===== config.mk =====
export PLATFORM = sky130hd
export DESIGN_NAME = i2c_slave_responder
export DESIGN_NICKNAME = d
export VERILOG_FILES = /design/src/rtl/i2c_pkg.sv /design/src/rtl/i2c_pin_filter.sv /design/src/rtl/i2c_slave_responder.sv
export SDC_FILE = /design/constraint.sdc
export NUM_CORES = 1
export LEC_CHECK = 0
export ABC_AREA = 1
export BUFFER_PORTS_ARGS = -buffer_cell sky130_fd_sc_hd__buf_2
export CAP_MARGIN = 0
export CORE_MARGIN = 3
export CORE_UTILIZATION = 40
export DETAILED_ROUTE_END_ITERATION = 8
export GPL_TIMING_DRIVEN = 0
export PLACE_DENSITY = 0.6
export SYNTH_ARGS = -nofsm -noshare
export SYNTH_HDL_FRONTEND = slang
export SYNTH_SLANG_ARGS = --single-unit

===== constraint.sdc =====
create_clock -name core_clk -period 6.5 [get_ports core_clk]
set_clock_uncertainty 0.15 [all_clocks]
set_input_delay 0.325 -clock core_clk [delete_from_list [all_inputs] [get_ports core_clk]]
set_output_delay 0.325 -clock core_clk [all_outputs]
set_load 0.01 [all_outputs]

===== src/rtl/i2c_pkg.sv =====
// Shared types for the I2C target: FSM states, bus-condition codes and the R/W bit meaning.
package i2c_pkg;

    typedef enum logic [2:0] {
        IDLE,
        ADDR,
        ADDR_ACK,
        PTR,
        WR_BYTE,
        WR_ACK,
        RD_BYTE,
        RD_ACK
    } i2c_slv_state_t;

    typedef enum logic [1:0] {
        COND_NONE,
        COND_START,
        COND_STOP
    } i2c_cond_t;

    localparam logic I2C_RW_READ = 1'b1;

    // SDA may only move while SCL is high to signal START (falling) or STOP (rising).
    function automatic i2c_cond_t bus_cond(input logic scl_level, input logic sda_rise,
                                           input logic sda_fall);
        if (scl_level && sda_fall) return COND_START;
        if (scl_level && sda_rise) return COND_STOP;
        return COND_NONE;
    endfunction

endpackage


===== src/rtl/i2c_pin_filter.sv =====
// Two-flop synchronizer plus a hold-time glitch filter for one I2C pin, with edge pulses
// that are high in the same cycle the filtered level changes.
module i2c_pin_filter #(
    parameter int FILTER_LEN = 3
) (
    input  logic core_clk,
    input  logic preset,
    input  logic pin,
    output logic level,
    output logic rise,
    output logic fall
);

    localparam int CW = $clog2(FILTER_LEN + 1);

    logic [1:0]    sync;
    logic [CW-1:0] cnt;

    // The filtered level flips only after FILTER_LEN consecutive samples disagree with it.
    always_ff @(posedge core_clk) begin
        if (preset) begin
            sync  <= 2'b11;
            level <= 1'b1;
            cnt   <= '0;
            rise  <= 1'b0;
            fall  <= 1'b0;
        end else begin
            sync <= {sync[0], pin};
            rise <= 1'b0;
            fall <= 1'b0;
            if (sync[1] == level) begin
                cnt <= '0;
            end else if (cnt == CW'(FILTER_LEN - 1)) begin
                level <= sync[1];
                cnt   <= '0;
                rise  <= sync[1];
                fall  <= ~sync[1];
            end else begin
                cnt <= cnt + 1'b1;
            end
        end
    end

endmodule


===== src/rtl/i2c_slave_responder.sv =====
// I2C target holding a byte register file: pointer-then-data writes, auto-incrementing reads,
// a combinational host read port and a write-event strobe.
module i2c_slave_responder
    import i2c_pkg::*;
#(
    parameter logic [6:0] SLAVE_ADDR = 7'h50,
    parameter int         DEPTH      = 8,
    parameter int         FILTER_LEN = 3
) (
    input  logic                     core_clk,
    input  logic                     preset,
    input  logic                     scl_in,
    input  logic                     sda_in,
    output logic                     sda_oe,
    input  logic [$clog2(DEPTH)-1:0] host_raddr,
    output logic [7:0]               host_rdata,
    output logic                     wr_valid,
    output logic [$clog2(DEPTH)-1:0] wr_index,
    output logic [7:0]               wr_data,
    output logic                     busy
);

    localparam int AW = $clog2(DEPTH);

    logic scl_lvl, scl_rise, scl_fall;
    logic sda_lvl, sda_rise, sda_fall;

    i2c_pin_filter #(.FILTER_LEN(FILTER_LEN)) u_scl_filter (
        .core_clk(core_clk), .preset(preset), .pin(scl_in),
        .level(scl_lvl), .rise(scl_rise), .fall(scl_fall)
    );

    i2c_pin_filter #(.FILTER_LEN(FILTER_LEN)) u_sda_filter (
        .core_clk(core_clk), .preset(preset), .pin(sda_in),
        .level(sda_lvl), .rise(sda_rise), .fall(sda_fall)
    );

    i2c_slv_state_t state, state_n;
    logic [3:0]     bit_cnt, bit_cnt_n;
    logic [6:0]     shift, shift_n;
    logic [AW-1:0]  ptr, ptr_n;
    logic           sda_oe_n, busy_n, rw, rw_n;
    logic           wr_valid_n, reg_we;
    logic [AW-1:0]  wr_index_n;
    logic [7:0]     wr_data_n;
    logic [7:0]     byte_in, rd_byte;
    i2c_cond_t      cond;
    logic [7:0]     regs [DEPTH];

    assign host_rdata = regs[host_raddr];
    assign rd_byte    = regs[ptr];
    assign byte_in    = {shift, sda_lvl};
    assign cond       = bus_cond(scl_lvl, sda_rise, sda_fall);

    always_ff @(posedge core_clk) begin
        if (preset) begin
            state    <= IDLE;
            bit_cnt  <= '0;
            shift    <= '0;
            ptr      <= '0;
            sda_oe   <= 1'b0;
            busy     <= 1'b0;
            rw       <= 1'b0;
            wr_valid <= 1'b0;
            wr_index <= '0;
            wr_data  <= '0;
            for (int i = 0; i < DEPTH; i++) regs[i] <= '0;
        end else begin
            state    <= state_n;
            bit_cnt  <= bit_cnt_n;
            shift    <= shift_n;
            ptr      <= ptr_n;
            sda_oe   <= sda_oe_n;
            busy     <= busy_n;
            rw       <= rw_n;
            wr_valid <= wr_valid_n;
            wr_index <= wr_index_n;
            wr_data  <= wr_data_n;
            if (reg_we) regs[ptr] <= wr_data_n;
        end
    end

    // START/STOP override every state; all SDA drive changes follow a filtered SCL fall.
    always_comb begin
        state_n    = state;
        bit_cnt_n  = bit_cnt;
        shift_n    = shift;
        ptr_n      = ptr;
        sda_oe_n   = sda_oe;
        busy_n     = busy;
        rw_n       = rw;
        wr_valid_n = 1'b0;
        wr_index_n = wr_index;
        wr_data_n  = wr_data;
        reg_we     = 1'b0;

        if (cond == COND_STOP) begin
            state_n  = IDLE;
            busy_n   = 1'b0;
            sda_oe_n = 1'b0;
        end else if (cond == COND_START) begin
            state_n   = ADDR;
            bit_cnt_n = '0;
            sda_oe_n  = 1'b0;
        end else begin
            case (state)
                ADDR: begin
                    if (scl_rise) begin
                        shift_n   = byte_in[6:0];
                        bit_cnt_n = bit_cnt + 4'd1;
                        if (bit_cnt == 4'd7) begin
                            bit_cnt_n = '0;
                            if (byte_in[7:1] == SLAVE_ADDR) begin
                                state_n = ADDR_ACK;
                                busy_n  = 1'b1;
                                rw_n    = byte_in[0];
                            end else begin
                                state_n = IDLE;
                            end
                        end
                    end
                end
                // First fall after the byte pulls SDA low, the second ends the ACK slot.
                ADDR_ACK, WR_ACK: begin
                    if (scl_fall) begin
                        if (!sda_oe) begin
                            sda_oe_n = 1'b1;
                        end else if (state == ADDR_ACK && rw == I2C_RW_READ) begin
                            state_n   = RD_BYTE;
                            sda_oe_n  = ~rd_byte[7];
                            bit_cnt_n = 4'd1;
                        end else begin
                            state_n   = (state == ADDR_ACK) ? PTR : WR_BYTE;
                            sda_oe_n  = 1'b0;
                            bit_cnt_n = '0;
                        end
                    end
                end
                PTR, WR_BYTE: begin
                    if (scl_rise) begin
                        shift_n   = byte_in[6:0];
                        bit_cnt_n = bit_cnt + 4'd1;
                        if (bit_cnt == 4'd7) begin
                            bit_cnt_n = '0;
                            state_n   = WR_ACK;
                            if (state == PTR) begin
                                ptr_n = byte_in[AW-1:0];
                            end else begin
                                reg_we     = 1'b1;
                                wr_valid_n = 1'b1;
                                wr_index_n = ptr;
                                wr_data_n  = byte_in;
                                ptr_n      = ptr + 1'b1;
                            end
                        end
                    end
                end
                RD_BYTE: begin
                    if (scl_fall) begin
                        if (bit_cnt != 4'd8) begin
                            sda_oe_n  = ~rd_byte[3'd7 - bit_cnt[2:0]];
                            bit_cnt_n = bit_cnt + 4'd1;
                        end else begin
                            sda_oe_n  = 1'b0;
                            state_n   = RD_ACK;
                            bit_cnt_n = '0;
                        end
                    end
                end
                RD_ACK: begin
                    if (scl_rise) begin
                        if (!sda_lvl) begin
                            ptr_n   = ptr + 1'b1;
                            state_n = RD_BYTE;
                        end else begin
                            state_n = IDLE;
                        end
                    end
                end
                default: ;
            endcase
        end
    end

endmodule


==> impl_results.md, run 1 <==
- Reg2Reg Setup Slack: 3600 ps
- Synthesis-to-layout area growth: 17.7%
- Synth top area cells: edfxtp_1, dfxtp_1, nor2_1
- Setup bufs post-CTS: 0
- Largest net degree at the start of global routing: 17
- Syn_area_per_cell: 8.10 sq um
- GRT busiest layer: met2
- LEAKAGE: 0.00263 uW
- Post-synth cell types: 46
- Endpoint class of the critical path: register
- FF+latch count, synth: 113
- Final worst slack: 3600 ps
- Initial antenna violation count: 0
- Worst Hold Class: in -> reg
- First-pass GRT wire length: 25,800 um
- GP Congestion: 0.916
- Status: finished clean
- 1st-iter DRT viols: 635
- Critical-path cell list: ha_1 > nand2_1 > nor2_1 > inv_1 > nor3_4 > mux2i_1 > nor2_1
- Max FO, Critical Path: 9
- DRT Pass-1 Iters: 5
- # H-tree levels: 4
- Register area share after synthesis: 0.516
- WP data required: 6460 ps
- Crit path arrival time: 2860 ps
- Critical path class: reg -> reg
- Cell Rows: 42
- Design Power: 1920 uW
- Initial core utilization: 0.416
- Fin crit period: 2900 ps
- CP Launch Type: register
- Fin crit share: 0.447
- Final HPWL DP: 11,800 um
- Mapped Nets: 706
- Gr ovfl total: 0
- RSZ-0062 raised after global routing: no
- Met3 Track Usage GR: 0.0455
- Clk buf depth: 2
- Area of the mapped netlist: 5620 sq um
- Total CTS buffers: 17
- Slowest-stage cell, CP: mux2i_1
- Crit path top cell by count: nor2_1
- Antenna-violating nets left: 0
- Vias in the first global route: 4,752
- Core box area: 13,500 sq um
- Max incr delay on CP: 1020 ps
- Sink Count: 113
- Worst Tran Pin Value: 1210 ps
- Final instance area: 6610 sq um
- Slew Limit Headroom: 0.170
- Final Max Slew Viols: 0
- Vias per std cell: 5.41
- Worst-skew pair later-pin latency: 410 ps
- Diode count: 0
- Wire per inst: 17.8 um
- Worst ir drop on vdd: 0.184 mV
- Max-cap viol count: 0
- Root Buffer Master: clkbuf_16
- Pre-CTS setup slack: 3590 ps
- Die W: 125 um
- Clk slew on worst S/H paths: 50 ps
- Final hold vios: 0
- Via Count: 5,040
- # nets final: 754
- Placed Area: 5980 sq um
- Post-synthesis cell count: 694
- Post-route DRC violation count: 0
- CTS tree: yes
- Routed wire length: 16,600 um
- Max Freq: 344 MHz
- Die area: 15,500 sq um
- All-layer global routing usage: 0.215
- Largest area contributor in the netlist: edfxtp_1
- Post-cts gate resize count: 0
- GR Layer Usage met2: 0.326
- Top cell type's share of synthesized area: 0.342
- Share of layout cells above drive strength 1: 0.136
- Yosys Warn Count: 0
- Fin Setup TNS: 0 ps
- Port Buf Inserts: 27
- Die height: 125 um
- IO Count: 29
- M1 GR Usage: 0.298
- Pwr/cell area: 290 nW/um^2
- Setup-failing EPs final: 0
## registers in the layout, summed over array words and instances (netlist names), 2 cells and up, named ones only
signal and flops:
u_scl_filter.sync 2, regs 64, u_sda_filter.sync 2, u_scl_filter.cnt 2
u_sda_filter.cnt 2, ptr 3, wr_index 3, wr_data 8
bit_cnt 4, state 3, shift 7
## cell usage after synthesis, drive strengths merged
cell type / count
nor2: 149
nand2: 134
edfxtp: 64
nand3: 63
o21ai: 60
inv: 57
dfxtp: 49
a21oi: 26
clkbuf: 22
a31oi: 12
nor3: 11
buf: 8
or2: 8
o22ai: 6
ha: 5
a221oi: 2
clkinv: 2
mux2i: 2
nand4: 2
nor3b: 2
xnor2: 2
a211o: 1
a211oi: 1
and2: 1
nor4: 1
o2111ai: 1
o211ai: 1
o21bai: 1
xor2: 1
## layout by cell type (no fill, tap or decap), types with 6 or more instances in the layout
| master | netlist | routed |
|---|---|---|
| nor2_1 | 146 | 146 |
| dfxtp_1 | 49 | 49 |
| nand3_1 | 61 | 61 |
| o21ai_0 | 52 | 52 |
| edfxtp_1 | 64 | 64 |
| or2_2 | 7 | 7 |
| nor3_1 | 9 | 9 |
| o21ai_2 | 7 | 7 |
| inv_1 | 53 | 53 |
| buf_2 | 6 | 33 |
| o22ai_1 | 6 | 6 |
| a21oi_1 | 26 | 26 |
| clkbuf_16 | 0 | 21 |
| a31oi_1 | 12 | 12 |
| clkbuf_1 | 21 | 22 |
| nand2_1 | 125 | 125 |
## through the flow
step	instances	utilization	hold WS (ps)
2_1_floorplan	694	-	239
3_3_place_gp	897	0.442	242
3_5_place_dp	897	0.442	250
4_1_cts	931	0.490	5.73
5_1_grt	931	0.490	23.0
6_report	931	0.490	19.4
## worst paths after layout
path,start,end,depth (start not counted)
max,bit_cnt[0],regs[3][7],7
min,preset,u_sda_filter.fall,2
max reg2reg,bit_cnt[0],regs[3][7],7
min reg2reg,u_scl_filter.sync[0],u_scl_filter.sync[1],1
## report_power, final
group	switching, uW	internal, uW	leakage [uW]
Sequential	14.3	778	0.00105
Clock	317	617	0.000313
Combinational	134	59.5	0.00127
Total	466	1450	0.00263
## area by class of cell
cell class                      count  area (sq um)
Fill cell                        1285          6890
Sequential cell                   113          2900
Multi-Input combinational cell    492          2350
Clock buffer                       26           584
Inverter                           59           226
Tap cell                          176           220
Timing Repair Buffer               29           155
Buffer                             30           140
Clock inverter                      6          32.5
## cells by family (layout without fill, tap and decap cells)
family                     after synthesis  in the layout  share of synthesized area
AOI/OAI and AO/OA                      111            111                      0.112
xor gates and xnor gates                 3              3                    0.00468
adders and majority gates                5              5                     0.0111
DFF                                    113            113                      0.516
and+or+nand+nor                        371            371                      0.287
muxes                                    2              2                    0.00423
buffers and inverters                   89            150                     0.0652
## critical path: cells and delay by family, from the launching register on
| family | cells | cell delay (ps) |
|---|---|---|
| buffers and inverters | 1 | 130 |
| muxes | 1 | 1020 |
| adders and majority gates | 1 | 220 |
| DFF | 1 | 440 |
| and+or+nand+nor | 4 | 630 |
## per-layer routing
metal  routed length, um  vias to the layer above
met2                7450                      248
met5                   0                        -
li1                    -                     2410
met3                1510                       38
met4                 433                        0
met1                7170                     2344
## what timing repair did
| action | CTS | global route |
|---|---|---|
| hold endpoints to repair | 2 | 0 |
| setup endpoints to repair | 0 | 0 |
| hold buffers | 2 | 0 |
Power figures use the tool's default switching activity.
==> run 2, diff against run 1 <==
--- a/config.mk
+++ b/config.mk
@@ -5,14 +5,14 @@
 export SDC_FILE = /design/constraint.sdc
 export NUM_CORES = 1
 export LEC_CHECK = 0
-export ABC_AREA = 1
+export ABC_AREA = 0
 export BUFFER_PORTS_ARGS = -buffer_cell sky130_fd_sc_hd__buf_2
 export CAP_MARGIN = 0
 export CORE_MARGIN = 3
 export CORE_UTILIZATION = 40
 export DETAILED_ROUTE_END_ITERATION = 8
 export GPL_TIMING_DRIVEN = 0
-export PLACE_DENSITY = 0.6
+export PLACE_DENSITY = 0.62
 export SYNTH_ARGS = -nofsm -noshare
 export SYNTH_HDL_FRONTEND = slang
 export SYNTH_SLANG_ARGS = --single-unit
==> constraint.sdc (replaced) <==
create_clock -name core_clk -period 2.4 [get_ports core_clk]
set_clock_uncertainty 0.15 [all_clocks]
set_input_delay 0.12 -clock core_clk [delete_from_list [all_inputs] [get_ports core_clk]]
set_output_delay 0.12 -clock core_clk [all_outputs]
set_load 0.01 [all_outputs]
==> run 2 against run 1 <==
  * Sequential share of layout area decreased by 1.2 points
  * Non-clock buffer count increased by 12
  * Register-to-register slack got worse by 3500 ps
  * Flip-flop and latch count unchanged
  * Critical path depth unchanged
  * Combinational power increased by 14%
  * Highest routed layer unchanged
==> impl_results.md, run 2 <==
- Commonest cells post-synth: nor2_1, edfxtp_1, dfxtp_1
- Core box area: 13,300 sq um
- Cell Count, Final, Fillers Out: 724
- Post-Place Cells: 669
- Reg2Reg Setup Slack: 70 ps
- Post-synthesis mux area share: 0.196
- Max Freq: 430 MHz
- Die W: 123 um
- Final hold vios: 0
- Root Buffer Master: clkbuf_16
- Share of layout cells above drive strength 1: 0.292
- Die area: 15,100 sq um
- Vias per std cell: 5.62
- Area of the mapped netlist: 5470 sq um
- Fin crit period: 2330 ps
- Worst Hold Class: in -> reg
- Gr ovfl total: 0
- Post-Route Utilization: 0.512
- Async SR Flop Fraction: 0
- Sink Count: 113
- Clk slew on worst S/H paths: 50 ps
- FF+latch area: 2910 sq um
- Main synth FF type: edfxtp_1
- Most frequent cells in the layout: nor2_1, edfxtp_1, dfxtp_1
- Fillcell total: 1,141
- Endpoint class of the critical path: register
- FF-to-FF End: regs[4][0]
- Vias in the first global route: 3,906
- Cell Rows: 42
- Pre-CTS setup slack: -707 ps
- Largest net degree at the start of global routing: 17
- FF-to-FF path depth: 7
- Met3 Track Usage GR: 0.0448
- Compound-gate portion of the synthesized area: 0.0601
- Post-synthesis xor/xnor area fraction: 0.00480
- Slew Limit Headroom: 0.553
- Register area share after synthesis: 0.530
- Critical path class: reg -> reg
- Final worst slack: 72.1 ps
- WP data required: 2380 ps
- Synth top area cells: edfxtp_1, dfxtp_1, mux4_2
- Combined area of the multi-input logic cells: 2690 sq um
- Crit path arrival time: 2310 ps
- Initial antenna violation count: 0
- CP Launch Type: register
- Most flop-heavy register: regs
- Cell with the most instances after synthesis: nor2_1
- DRT Pass-1 Iters: 5
- 1st-iter DRT viols: 327
- FF+latch count, synth: 113
- IO Count: 29
- GRT busiest layer: met2
- Worst Tran Pin Value: 665 ps
- Leading cell type in the layout, fill and taps excluded: nor2_1
- Reg2reg start: bit_cnt[0]
- All-layer global routing usage: 0.183
- Via Count: 4,072
- WHS Path Cells: 4
- First-pass GRT wire length: 20,800 um
- Setup-failing EPs final: 0
- Antenna-violating nets left: 0
- GP Congestion: 0.908
- Post-synth cell types: 57
- Clk buf depth: 2
- Final Max Slew Viols: 0
- Design Power: 4610 uW
- Post-synthesis cell count: 468
- Routed wire length: 14,000 um
- Port Buf Inserts: 25
- M1 GR Usage: 0.247
- Post-synth EDFFs: 64
- WHS Endpoint: regs[1][0]
- Synthesis-to-layout area growth: 24.3%
- Final instance area: 6800 sq um
- Wire per inst: 19.3 um
- Synth Area in Simple Gates: 0.170
- # nets final: 547
- # H-tree levels: 4
- Post-route DRC violation count: 0
- Worst-skew pair later-pin latency: 410 ps
- LEAKAGE: 0.00239 uW
- CTS tree: yes
- Pwr/cell area: 678 nW/um^2
- Placed Area: 5820 sq um
- Diode count: 0
- Post-Synth Adder-Cell Area: 0.0114
- Flip-flop count of the largest register after layout: 64
- Yosys Warn Count: 0
- Total CTS buffers: 17
- Max-cap viol count: 0
- Main combinational cell family by area after synthesis: multiplexers
- Fin crit share: 0.970
- GR Layer Usage met2: 0.291
- Mapped Nets: 480
- Die height: 123 um
- Top flop regs: regs: 64 flops, wr_data: 8 flops, shift: 7 flops
- Worst ir drop on vdd: 0.506 mV
- Initial core utilization: 0.412
- Status: finished clean
- Largest area contributor in the netlist: edfxtp_1
- Hold Crit Start: preset
- Max FO, Critical Path: 13
- Top cell type's share of synthesized area: 0.351
- Syn_area_per_cell: 11.7 sq um
- Final HPWL DP: 9320 um
## run 2: cell families after synthesis
logic type      count (synthesis)
fa+ha+maj                       5
flops                         113
simple gates                  194
xor+xnor                        3
buf+inv                        34
mux                            71
compound gates                 48
## run 2: critical path: stages (launching register included)
cell     delay, ps
dfxtp_2        350
ha_2           220
and3b_1        230
nand4_1        110
buf_4          180
buf_6          270
mux2i_2        430
nor2_1         110
## run 2: area by class of cell
class                   instances  share of cell area
repair buffers                 45              0.0427
plain buffers                  26              0.0191
well taps                     176              0.0324
clock buffers                  21              0.0694
flip-flops and latches        113               0.427
clock inverters                11             0.00901
multi-input cells             324               0.396
inverters                       8             0.00442
## run 2: layer usage
metal  routed length [um]  vias to the layer above
li1                     -                     1871
met1                 5850                     2009
met2                 6940                      170
met3                  982                       22
met4                  233                        0
met5                    0                        -
## run 2: repair_timing
item,in CTS,in global routing
endpoints found under the setup margin,136,137
endpoints found under the hold margin,2,0
gates cloned,0,3
pin swaps,0,2
hold buffers,2,0
buffers inserted,4,14
gates resized for setup,33,20
## run 2: where the power goes
group	internal [uW]	total (uW)	switching, uW
sequential	2100	2140	33.8
combinational	111	221	110
clock	1390	2250	863
total	3600	4610	1010
## run 2: worst max path at each step
stage / startpoint / endpoint / slack, ps / cells past startpoint
after detailed placement: bit_cnt[1] / regs[1][5] / -710 / 6
after global routing: bit_cnt[1] / regs[3][2] / -40 / 7
final: bit_cnt[0] / regs[4][0] / 70 / 7
after global placement: bit_cnt[1] / regs[5][5] / -700 / 6
after floorplan: bit_cnt[0] / regs[6][0] / 120 / 6
after CTS: bit_cnt[1] / regs[0][6] / -150 / 7
## run 2: metrics by stage
stage | hold WS, ps | setup TNS [ps]
5_1_grt | 181 | -490
4_1_cts | 169 | -4580
2_1_floorplan | 73.8 | 0
3_3_place_gp | 153 | -51350
3_5_place_dp | 156 | -54940
6_report | 167 | 0
==> run 3, diff against run 2 <==
--- a/config.mk
+++ b/config.mk
@@ -10,9 +10,10 @@
 export CAP_MARGIN = 0
 export CORE_MARGIN = 3
 export CORE_UTILIZATION = 40
+export CTS_CLUSTER_DIAMETER = 200
 export DETAILED_ROUTE_END_ITERATION = 8
 export GPL_TIMING_DRIVEN = 0
-export PLACE_DENSITY = 0.62
+export PLACE_DENSITY_LB_ADDON = 0.05
 export SYNTH_ARGS = -nofsm -noshare
 export SYNTH_HDL_FRONTEND = slang
 export SYNTH_SLANG_ARGS = --single-unit
==> run 3 against run 2 <==
  * Power increased by 0.13%
  * Via count fell by 4.1%
  * Core utilization fell by 0.28 points
  * Clock-buffer cell count grew 6
  * Largest power group unchanged
==> impl_results.md, run 3 (synthesis results as in run 2) <==
- Status: finished clean
- Cell Rows: 42
- DRT Pass-1 Iters: 4
- Die height: 123 um
- Critical path class: reg -> reg
- Most frequent cells in the layout: nor2_1, edfxtp_1, dfxtp_1
- CP Launch Type: register
- Max incr delay on CP: 340 ps
- Port Buf Inserts: 25
- Clk slew on worst S/H paths: 50 ps
- RSZ-0062 raised after global routing: no
- Endpoint class of the critical path: register
- Gr ovfl total: 0
- Reg2Reg Setup Slack: 100 ps
- Post-route DRC violation count: 0
- IO Count: 29
- Die area: 15,100 sq um
- Vias per std cell: 5.47
- Top flop regs: regs: 64 flops, wr_data: 8 flops, shift: 7 flops
- Fin crit period: 2300 ps
- Slowest-stage cell, CP: dfxtp_2
- Fillcell total: 1,195
- GP Congestion: 0.862
- Final Max Slew Viols: 0
- Initial core utilization: 0.412
- WP data required: 2410 ps
- Worst Hold Class: in -> reg
- Fin crit share: 0.958
- Die W: 123 um
- Slew Limit Headroom: 0.529
- Root Buffer Master: clkbuf_16
- Total CTS buffers: 17
- Worst ir drop on vdd: 0.397 mV
- Diode count: 0
- Leading cell type in the layout, fill and taps excluded: nor2_1
- LEAKAGE: 0.00236 uW
- Pwr/cell area: 682 nW/um^2
- All-layer global routing usage: 0.201
- Flip-flop count of the largest register after layout: 64
- Routed wire length: 14,400 um
- Final HPWL DP: 10,000 um
- Max Freq: 435 MHz
- Core box area: 13,300 sq um
- Post-Place Cells: 669
- First-pass GRT wire length: 22,100 um
- Share of layout cells above drive strength 1: 0.273
- Design Power: 4620 uW
- Initial antenna violation count: 0
- Via Count: 3,906
- Critical-path cell list: ha_2 > and3b_2 > nand4_1 > buf_4 > buf_6 > mux2i_4 > buf_12 > nor2_1
- Most flop-heavy register: regs
- Final instance area: 6760 sq um
- Max FO, Critical Path: 12
- Cell Count, Final, Fillers Out: 714
- Wire per inst: 20.2 um
- 1st-iter DRT viols: 239
- Setup-failing EPs final: 0
- Antenna-violating nets left: 0
- Largest net degree at the start of global routing: 17
- Crit path arrival time: 2310 ps
- Clk buf depth: 2
- Max-cap viol count: 0
- Final hold vios: 0
- CTS tree: yes
- Sink Count: 113
- Worst Tran Pin Value: 707 ps
- Synthesis-to-layout area growth: 23.6%
- # nets final: 537
- Placed Area: 5820 sq um
- Worst-skew pair later-pin latency: 410 ps
- Vias in the first global route: 3,930
- # H-tree levels: 4
-- run 3: cell count changes in the layout (fill, tap and decap cells not counted), moves of 2 or more --
cell / previous run / this run
buf_12: 1 / 3
buf_4: 17 / 7
clkbuf_1: 14 / 18
clkinv_2: 8 / 4
mux2i_2: 3 / 1
-- run 3: layout make-up --
type,count,area (sq um),share of cell area
Sequential cell,113,2910,0.430
Multi-Input combinational cell,323,2700,0.398
Clock buffer,27,504,0.0745
Timing Repair Buffer,36,250,0.0370
Tap cell,176,220,0.0326
Buffer,26,131,0.0194
Inverter,8,30.0,0.00444
Clock inverter,5,27.5,0.00407
-- run 3: timing repair --
| action | in CTS | in global routing |
|---|---|---|
| buffers inserted | 5 | 4 |
| resized for setup | 40 | 18 |
| endpoints found under the hold margin | 2 | 0 |
| cloned | 2 | 0 |
| pin swaps | 1 | 1 |
| hold buffers | 2 | 0 |
| setup endpoints to repair | 136 | 140 |
-- run 3: final timing paths --
kind	start	to	cells past startpoint
max	bit_cnt[0]	regs[0][4]	8
min	preset	regs[0][0]	4
max reg2reg	bit_cnt[0]	regs[0][4]	8
min reg2reg	u_sda_filter.cnt[0]	u_sda_filter.cnt[0]	1
-- run 3: through the flow --
stage / worst slack (ps) / hold slack [ps] / util / TNS (ps)
after floorplan: 118 / 73.8 / - / 0
final: 100 / 173 / 0.509 / 0
after detailed placement: -918 / 156 / 0.438 / -68250
after global routing: 2.27 / 199 / 0.509 / 0
after global placement: -902 / 153 / 0.438 / -66910
after CTS: -64.9 / 178 / 0.502 / -1560
-- run 3: power breakdown --
group | switching, uW | leakage (uW) | internal [uW] | total [uW]
clock network | 831 | 0.000260 | 1430 | 2260
registers | 33.4 | 0.00100 | 2110 | 2140
logic | 111 | 0.00110 | 111 | 222
-- run 3: critical path, delay by kind of cell (launching register included) --
kind                     cells  cell delay (ps)
buffers and inverters        3              630
AND/OR/NAND/NOR              3              400
flip-flops                   1              340
multiplexers                 1              300
adder cells (fa/ha/maj)      1              210
-- run 3: metal layers --
metal,wire length (um),share of wire,global-route usage,up-vias
met4,289,0.020,0.0803,0
met5,0,0,0,-
met2,6840,0.48,0.316,105
met3,747,0.052,0.0435,22
li1,-,-,-,1858
met1,6520,0.45,0.272,1921
